==> src/rtl/op_pkg.sv <==
// Shared core-wide configuration constants.
package op_pkg;
  parameter int SUPER_SCALAR_WIDTH = 4;
endpackage : op_pkg

==> src/rtl/fetch_unit_if.sv <==
// Fetch-to-decode bundle handshake: the fetch stage is master, decode is slave.
interface fetch_unit_if #(
  parameter int SSW = op_pkg::SUPER_SCALAR_WIDTH
);
  logic              decode_valid;
  logic              decode_ready;
  logic [63:0]       decode_pc;
  logic [SSW*32-1:0] decode_instr;
  logic [SSW-1:0]    decode_lane_valid;

  modport master (
    output decode_valid, decode_pc, decode_instr, decode_lane_valid,
    input  decode_ready
  );

  modport slave (
    input  decode_valid, decode_pc, decode_instr, decode_lane_valid,
    output decode_ready
  );
endinterface : fetch_unit_if

==> src/rtl/fetch_unit.sv <==
// Fetch stage: turns predicted PCs into instruction bundles from L0/L1I lines and queues them for decode.
// Optional performance counters are enabled by defining FETCH_PERF_CNT_EN.
module fetch_unit #(
  parameter int CACHE_LINE_WIDTH   = 64,
  parameter int SUPER_SCALAR_WIDTH = op_pkg::SUPER_SCALAR_WIDTH,
  parameter int FQ_DEPTH           = 4
) (
  input  logic                          clk_in,
  input  logic                          rst_N_in,
  input  logic                          bp_pc_valid,
  input  logic [63:0]                   bp_pc,
  input  logic                          bp_l0_valid,
  input  logic                          bp_l1i_valid,
  input  logic [CACHE_LINE_WIDTH*8-1:0] bp_l0_cacheline,
  input  logic                          l1i_valid,
  input  logic [CACHE_LINE_WIDTH*8-1:0] l1i_cacheline,
  input  logic                          flush,
  output logic                          fetch_ready,
  fetch_unit_if.master                  dec
`ifdef FETCH_PERF_CNT_EN
  ,
  output logic [63:0]                   perf_bundles,
  output logic [63:0]                   perf_miss_stall
`endif
);

  localparam int SSW      = SUPER_SCALAR_WIDTH;
  localparam int OFF_BITS = $clog2(CACHE_LINE_WIDTH);
  localparam int WORDS    = CACHE_LINE_WIDTH / 4;
  localparam int CW       = $clog2(FQ_DEPTH + 1);
  localparam int PW       = $clog2(FQ_DEPTH);

  typedef enum logic [1:0] {IDLE, WAIT_L1I, DISCARD} state_t;

  typedef struct packed {
    logic [63:0]       pc;
    logic [SSW*32-1:0] instr;
    logic [SSW-1:0]    lane_valid;
  } bundle_t;

  state_t        state;
  logic [63:2]   miss_pc;
  logic [PW-1:0] head_ptr;
  logic [PW-1:0] tail_ptr;
  logic [CW-1:0] count;
  bundle_t       fq_mem [FQ_DEPTH];

  logic    accept;
  logic    push;
  logic    pop;
  bundle_t push_bundle;
  bundle_t head;
  logic    unused_pc_bits;

  // Slice up to SSW words starting at the PC's word offset; lanes past the line end stay zero.
  function automatic bundle_t build_bundle(input logic [63:2] pc_w,
                                           input logic [CACHE_LINE_WIDTH*8-1:0] line);
    bundle_t b;
    int      word;
    b    = '0;
    b.pc = {pc_w, 2'b00};
    for (int i = 0; i < SSW; i++) begin
      word = int'(pc_w[OFF_BITS-1:2]) + i;
      if (word < WORDS) begin
        b.instr[32*i +: 32] = line[32*word +: 32];
        b.lane_valid[i]     = 1'b1;
      end
    end
    return b;
  endfunction

  function automatic logic [PW-1:0] next_ptr(input logic [PW-1:0] p);
    return (p == PW'(FQ_DEPTH - 1)) ? '0 : p + PW'(1);
  endfunction

  assign unused_pc_bits = ^bp_pc[1:0];

  // NOTE: every signal assigned in always_comb gets a value on every path, so no latch is inferred.
  always_comb begin
    fetch_ready = (state == IDLE) && (count < CW'(FQ_DEPTH)) && rst_N_in;
    accept      = bp_pc_valid && fetch_ready;
    push        = !flush && ((accept && bp_l0_valid) || (state == WAIT_L1I && l1i_valid));
    pop         = (count != '0) && dec.decode_ready;
    if (state == WAIT_L1I) push_bundle = build_bundle(miss_pc, l1i_cacheline);
    else                   push_bundle = build_bundle(bp_pc[63:2], bp_l0_cacheline);
  end

  assign head                  = fq_mem[head_ptr];
  assign dec.decode_valid      = (count != '0);
  assign dec.decode_pc         = head.pc;
  assign dec.decode_instr      = head.instr;
  assign dec.decode_lane_valid = head.lane_valid;

  // NOTE: sequential state uses non-blocking assignments so all registers update from pre-edge values.
  always_ff @(posedge clk_in or negedge rst_N_in) begin
    if (!rst_N_in) begin
      state    <= IDLE;
      miss_pc  <= '0;
      head_ptr <= '0;
      tail_ptr <= '0;
      count    <= '0;
      // NOTE: the queue storage is reset because it drives decode outputs directly and must read zero.
      for (int i = 0; i < FQ_DEPTH; i++) fq_mem[i] <= '0;
    end else begin
      if (flush) begin
        head_ptr <= '0;
        tail_ptr <= '0;
        count    <= '0;
      end else begin
        if (push) begin
          fq_mem[tail_ptr] <= push_bundle;
          tail_ptr         <= next_ptr(tail_ptr);
        end
        if (pop) head_ptr <= next_ptr(head_ptr);
        case ({push, pop})
          2'b10:   count <= count + CW'(1);
          2'b01:   count <= count - CW'(1);
          default: count <= count;
        endcase
      end

      case (state)
        IDLE: begin
          if (!flush && accept && !bp_l0_valid && bp_l1i_valid) begin
            miss_pc <= bp_pc[63:2];
            state   <= WAIT_L1I;
          end
        end
        WAIT_L1I: begin
          // A flush with no return in the same cycle leaves one stale L1I response to swallow.
          if (flush)          state <= l1i_valid ? IDLE : DISCARD;
          else if (l1i_valid) state <= IDLE;
        end
        DISCARD: begin
          if (!flush && l1i_valid) state <= IDLE;
        end
        default: state <= IDLE;
      endcase
    end
  end

`ifdef FETCH_PERF_CNT_EN
  always_ff @(posedge clk_in or negedge rst_N_in) begin
    if (!rst_N_in) begin
      perf_bundles    <= '0;
      perf_miss_stall <= '0;
    end else begin
      if (push && perf_bundles != '1) perf_bundles <= perf_bundles + 64'd1;
      if (state != IDLE && perf_miss_stall != '1) perf_miss_stall <= perf_miss_stall + 64'd1;
    end
  end
`endif

endmodule : fetch_unit

==> src/flat_wrapper.sv <==
// flat-port wrapper written by rule: the top's interface ports become plain ports
module fetch_unit_flat 
#(
  parameter int CACHE_LINE_WIDTH   = 64,
  parameter int SUPER_SCALAR_WIDTH = op_pkg::SUPER_SCALAR_WIDTH,
  parameter int FQ_DEPTH           = 4
)
  (clk_in, rst_N_in, bp_pc_valid, bp_pc, bp_l0_valid, bp_l1i_valid, bp_l0_cacheline, l1i_valid, l1i_cacheline, flush, fetch_ready, dec_decode_valid, dec_decode_pc, dec_decode_instr, dec_decode_lane_valid, dec_decode_ready);
  fetch_unit_if #(.SSW(4)) dec_i ();
  input  logic clk_in;
  input  logic rst_N_in;
  input  logic bp_pc_valid;
  input  logic [63:0] bp_pc;
  input  logic bp_l0_valid;
  input  logic bp_l1i_valid;
  input  logic [CACHE_LINE_WIDTH*8-1:0] bp_l0_cacheline;
  input  logic l1i_valid;
  input  logic [CACHE_LINE_WIDTH*8-1:0] l1i_cacheline;
  input  logic flush;
  output logic fetch_ready;
  output wire logic [$bits(dec_i.decode_valid)-1:0] dec_decode_valid;
  output wire logic [$bits(dec_i.decode_pc)-1:0] dec_decode_pc;
  output wire logic [$bits(dec_i.decode_instr)-1:0] dec_decode_instr;
  output wire logic [$bits(dec_i.decode_lane_valid)-1:0] dec_decode_lane_valid;
  input wire logic [$bits(dec_i.decode_ready)-1:0] dec_decode_ready;
  assign dec_decode_valid = dec_i.decode_valid;
  assign dec_decode_pc = dec_i.decode_pc;
  assign dec_decode_instr = dec_i.decode_instr;
  assign dec_decode_lane_valid = dec_i.decode_lane_valid;
  assign dec_i.decode_ready = dec_decode_ready;
  fetch_unit #(.CACHE_LINE_WIDTH(CACHE_LINE_WIDTH), .SUPER_SCALAR_WIDTH(SUPER_SCALAR_WIDTH), .FQ_DEPTH(FQ_DEPTH)) u_core (.clk_in(clk_in), .rst_N_in(rst_N_in), .bp_pc_valid(bp_pc_valid), .bp_pc(bp_pc), .bp_l0_valid(bp_l0_valid), .bp_l1i_valid(bp_l1i_valid), .bp_l0_cacheline(bp_l0_cacheline), .l1i_valid(l1i_valid), .l1i_cacheline(l1i_cacheline), .flush(flush), .fetch_ready(fetch_ready), .dec(dec_i));
endmodule
==> config.mk <==
export PLATFORM = sky130hd
export DESIGN_NAME = fetch_unit_flat
export DESIGN_NICKNAME = d
export VERILOG_FILES = /design/src/rtl/op_pkg.sv /design/src/rtl/fetch_unit_if.sv /design/src/rtl/fetch_unit.sv /design/src/flat_wrapper.sv
export SDC_FILE = /design/constraint.sdc
export NUM_CORES = 2
export LEC_CHECK = 0
export CORE_AREA = 5 5 498 500
export CTS_CLUSTER_DIAMETER = 50
export DETAILED_ROUTE_END_ITERATION = 12
export DIE_AREA = 0 0 503 505
export SYNTH_ARGS = -nofsm -noshare
export SYNTH_HDL_FRONTEND = slang
export SYNTH_SLANG_ARGS = --single-unit
==> constraint.sdc <==
create_clock -name clk_in -period 3.3 [get_ports clk_in]
set_clock_uncertainty 0.15 [all_clocks]
set_input_delay 0.66 -clock clk_in [delete_from_list [all_inputs] [get_ports clk_in]]
set_output_delay 0.66 -clock clk_in [all_outputs]
set_load 0.01 [all_outputs]
==> flow_metrics.py <==
metrics = {
    "placed_design": {
        "place_congestion": 1.07,
        "dp_hpwl_um": 377000,
        "dp.cells": 10300,
        "place_area_um2": 85800,
        "port_buffers": 1289,
    },
    "finish": {
        "fillers": 23700,
        "layout-drive-gt1-share_pct": 30.3,
        "final_core_util_pct": 37.3,
        "fin_area_um2": 90500,
        "num-nets-final": 8342,
        "fin_cells": 10700,
        "syn_to_final_growth_pct": 39.6,
    },
    "worst_setup_path": {
        "cp_slowest_cell": "mux4_2",
        "arrival_ps": 2540,
        "worst_path_most_repeated_cell": "buf_12",
        "end_kind": "primary output",
        "path_cells": "buf_12 -> buf_12 -> buf_16 -> mux4_2 -> buf_12",
        "crit_family": "multiplexers",
        "max_stage_delay_ps": 680,
        "critPathRequiredTime_ps": 2490,
        "cp_max_fo": 6,
        "cp-start-kind": "flip-flop",
        "crit_buf_inv": 4,
        "crit_type": "flip-flop to primary output",
    },
    "outcome": {
        "violations": "negative setup slack",
        "status": "finished with violations",
    },
    "min_path": {
        "hold_path_class": "flip-flop to flip-flop",
    },
    "logic_synthesis": {
        "yosysMostFrequentCell": "dfrtp_1",
        "synth_commonest_cells": "dfrtp_1, mux2i_1, mux4_2",
        "yosysTopAreaCell": "dfrtp_1",
        "syn-cell-area_um2": 64800,
        "ys.flop_type": "dfrtp_1",
        "synth.area.top_cells": "dfrtp_1, mux4_2, mux2i_1, mux2_2, a21oi_1",
        "netlist_instances": 5761,
        "syn-mean-instance-area_um2": 11.3,
        "yosysWarnings": 0,
        "async_reset_ff_share_pct": 100,
        "synth_cell_types": 83,
        "synth_top_area_share_pct": 32.7,
        "yosysSeqAreaShare_pct": 32.7,
        "yosys_register_bits": 847,
        "synth_enable_flop_cells": 0,
    },
    "sta": {
        "setup_ws_ps": -52.5,
        "setup_tns_ps": -70.0,
        "period_share_pct": 102,
        "worstMarginPinSlew_ps": 1170,
        "max_freq_mhz": 298,
        "slew-limit-headroom_pct": 21.1,
        "finalHoldViolCount": 0,
        "rsz0062_at_grt": "yes",
        "setup_viol": 4,
        "fin_crit_ps": 3350,
        "maxSlewViolCount": 0,
    },
    "floorplan": {
        "die_width_um": 503,
        "start_util_pct": 26.7,
        "core_um2": 243000,
        "num_io_pins": 1294,
        "fp.dieH_um": 505,
        "rows": 181,
        "dieArea_um2": 254000,
    },
    "job": {
        "max_cap_violations": 0,
    },
    "global_routing": {
        "grt_max_degree": 197,
        "grt.total_usage_pct": 34.4,
        "overflow": 0,
        "grt_pass1_wl_um": 590000,
        "grt_util_met1_pct": 41.7,
        "gr-usage-met3_pct": 13.3,
        "top_usage_layer": "met2",
        "grtUsageMet2_pct": 50.8,
        "antenna_found_initial": 304,
        "grt_pass1_vias": 62100,
    },
    "power": {
        "peakVddDrop_v": 0.000485,
        "leakage_nw": 37.2,
        "cellPowerDensity_nw_per_um2": 664,
        "p_total_mw": 60.1,
    },
    "cts": {
        "clk_pin_slew_ps": 60,
        "clock_latency_ps": 730,
        "cts_inserted_buffers": 96,
        "cts_buffer_depth": 3,
        "clkSinkCount": 847,
        "cts-root-buf": "clkbuf_16",
        "cts_tree": "done",
        "cts_htree_levels": 3,
    },
    "detailed_routing": {
        "drt_iter0_drc": 8256,
        "drtPass1Iterations": 8,
        "vias": 64200,
        "wl_um": 454000,
        "viasPerCell": 6.00,
        "drt-wirelength-per-cell_um": 42.4,
        "ant_nets": 0,
        "drc": 0,
    },
}
[routing by layer]
metal	vias up	wire (um)
li1	25600	-
met1	33100	170000
met2	4339	197000
met3	1034	51600
met4	102	34700
met5	-	705
[placed cells by master, fill, tap and decap left out, types with 25 or more instances in the layout]
cell type / count
a211o_1: 35
a21oi_1: 537
a221oi_1: 117
a22oi_1: 98
a311oi_1: 33
a31oi_1: 78
and2_1: 75
buf_12: 217
buf_2: 25
buf_4: 509
buf_6: 59
clkbuf_16: 101
clkbuf_2: 29
clkdlybuf4s50_1: 1090
dfrtp_1: 841
diode_2: 178
inv_1: 46
mux2_2: 441
mux2i_1: 704
mux4_2: 625
nand2_1: 297
nand3_1: 64
nand4_1: 26
nor2_1: 583
o21ai_0: 87
o22ai_1: 67
o31ai_1: 35
[cells by family (layout without fill, tap and decap cells)]
kind of cell,Yosys count,count (layout),synth area share [%]
AO/OA/AOI/OAI,1318,1318,13.6
XOR/XNOR,3,3,0.0405
adder cells (fa/ha/maj),6,6,0.127
buffers and inverters,651,2209,5.46
flip-flops,847,847,32.7
multiplexers,1779,1779,40.4
other,1,180,0.00578
AND/OR/NAND/NOR,1156,1156,7.71
[area by class of cell]
cell class / instances / area, um^2 / share of cell area [%]
inverter: 52 / 218 / 0.240
antenna: 178 / 445 / 0.492
sequential: 847 / 21200 / 23.4
timing repair buffer: 1979 / 20900 / 23.1
multi-input combinational: 4264 / 40400 / 44.7
tap: 3202 / 4010 / 4.43
clock buffer: 132 / 2740 / 3.02
clock inverter: 46 / 566 / 0.625
[power by group]
| group | internal (mW) | switching [mW] | total (mW) |
|---|---|---|---|
| combinational | 16.4 | 18.1 | 34.5 |
| clock | 6.32 | 4.82 | 11.1 |
| sequential | 12.9 | 1.52 | 14.5 |
| total | 35.7 | 24.4 | 60.1 |
[through the flow]
step                      hold slack, ps  worst slack (ps)
after floorplan                      214               570
after global routing                 328              -109
after global placement               297              -384
after detailed placement             299              -405
final                                316             -52.5
after CTS                            321              -160
[flip-flops by register name, indices dropped and copies added, names as in the netlist]
| name | flops |
|---|---|
| u_core.count | 3 |
| u_core.fq_mem | 776 |
| u_core.head_ptr | 2 |
| u_core.state | 2 |
| u_core.miss_pc | 62 |
| u_core.tail_ptr | 2 |
[path summary, 6_finish.rpt]
path	startpoint	end	slack, ps	cells past startpoint
max	u_core.head_ptr[0]	dec_decode_instr[61]	-50	5
min	u_core.fq_mem[392]	u_core.fq_mem[392]	320	1
max reg2reg	u_core.miss_pc[2]	u_core.fq_mem[481]	30	9
min reg2reg	u_core.fq_mem[392]	u_core.fq_mem[392]	320	1
max in group asynchronous	rst_N_in	u_core.fq_mem[644]	900	4
min in group asynchronous	rst_N_in	u_core.fq_mem[586]	470	3
[repair_timing]
action / in CTS / in global routing
setup endpoints to repair: 198 / 150
resized for setup: 280 / 129
hold endpoints to repair: 149 / 0
pin swaps: 0 / 0
gates cloned: 6 / 5
hold buffers: 1 / 0
setup buffers: 32 / 24
Note: power is estimated with default switching activity, not from simulation.
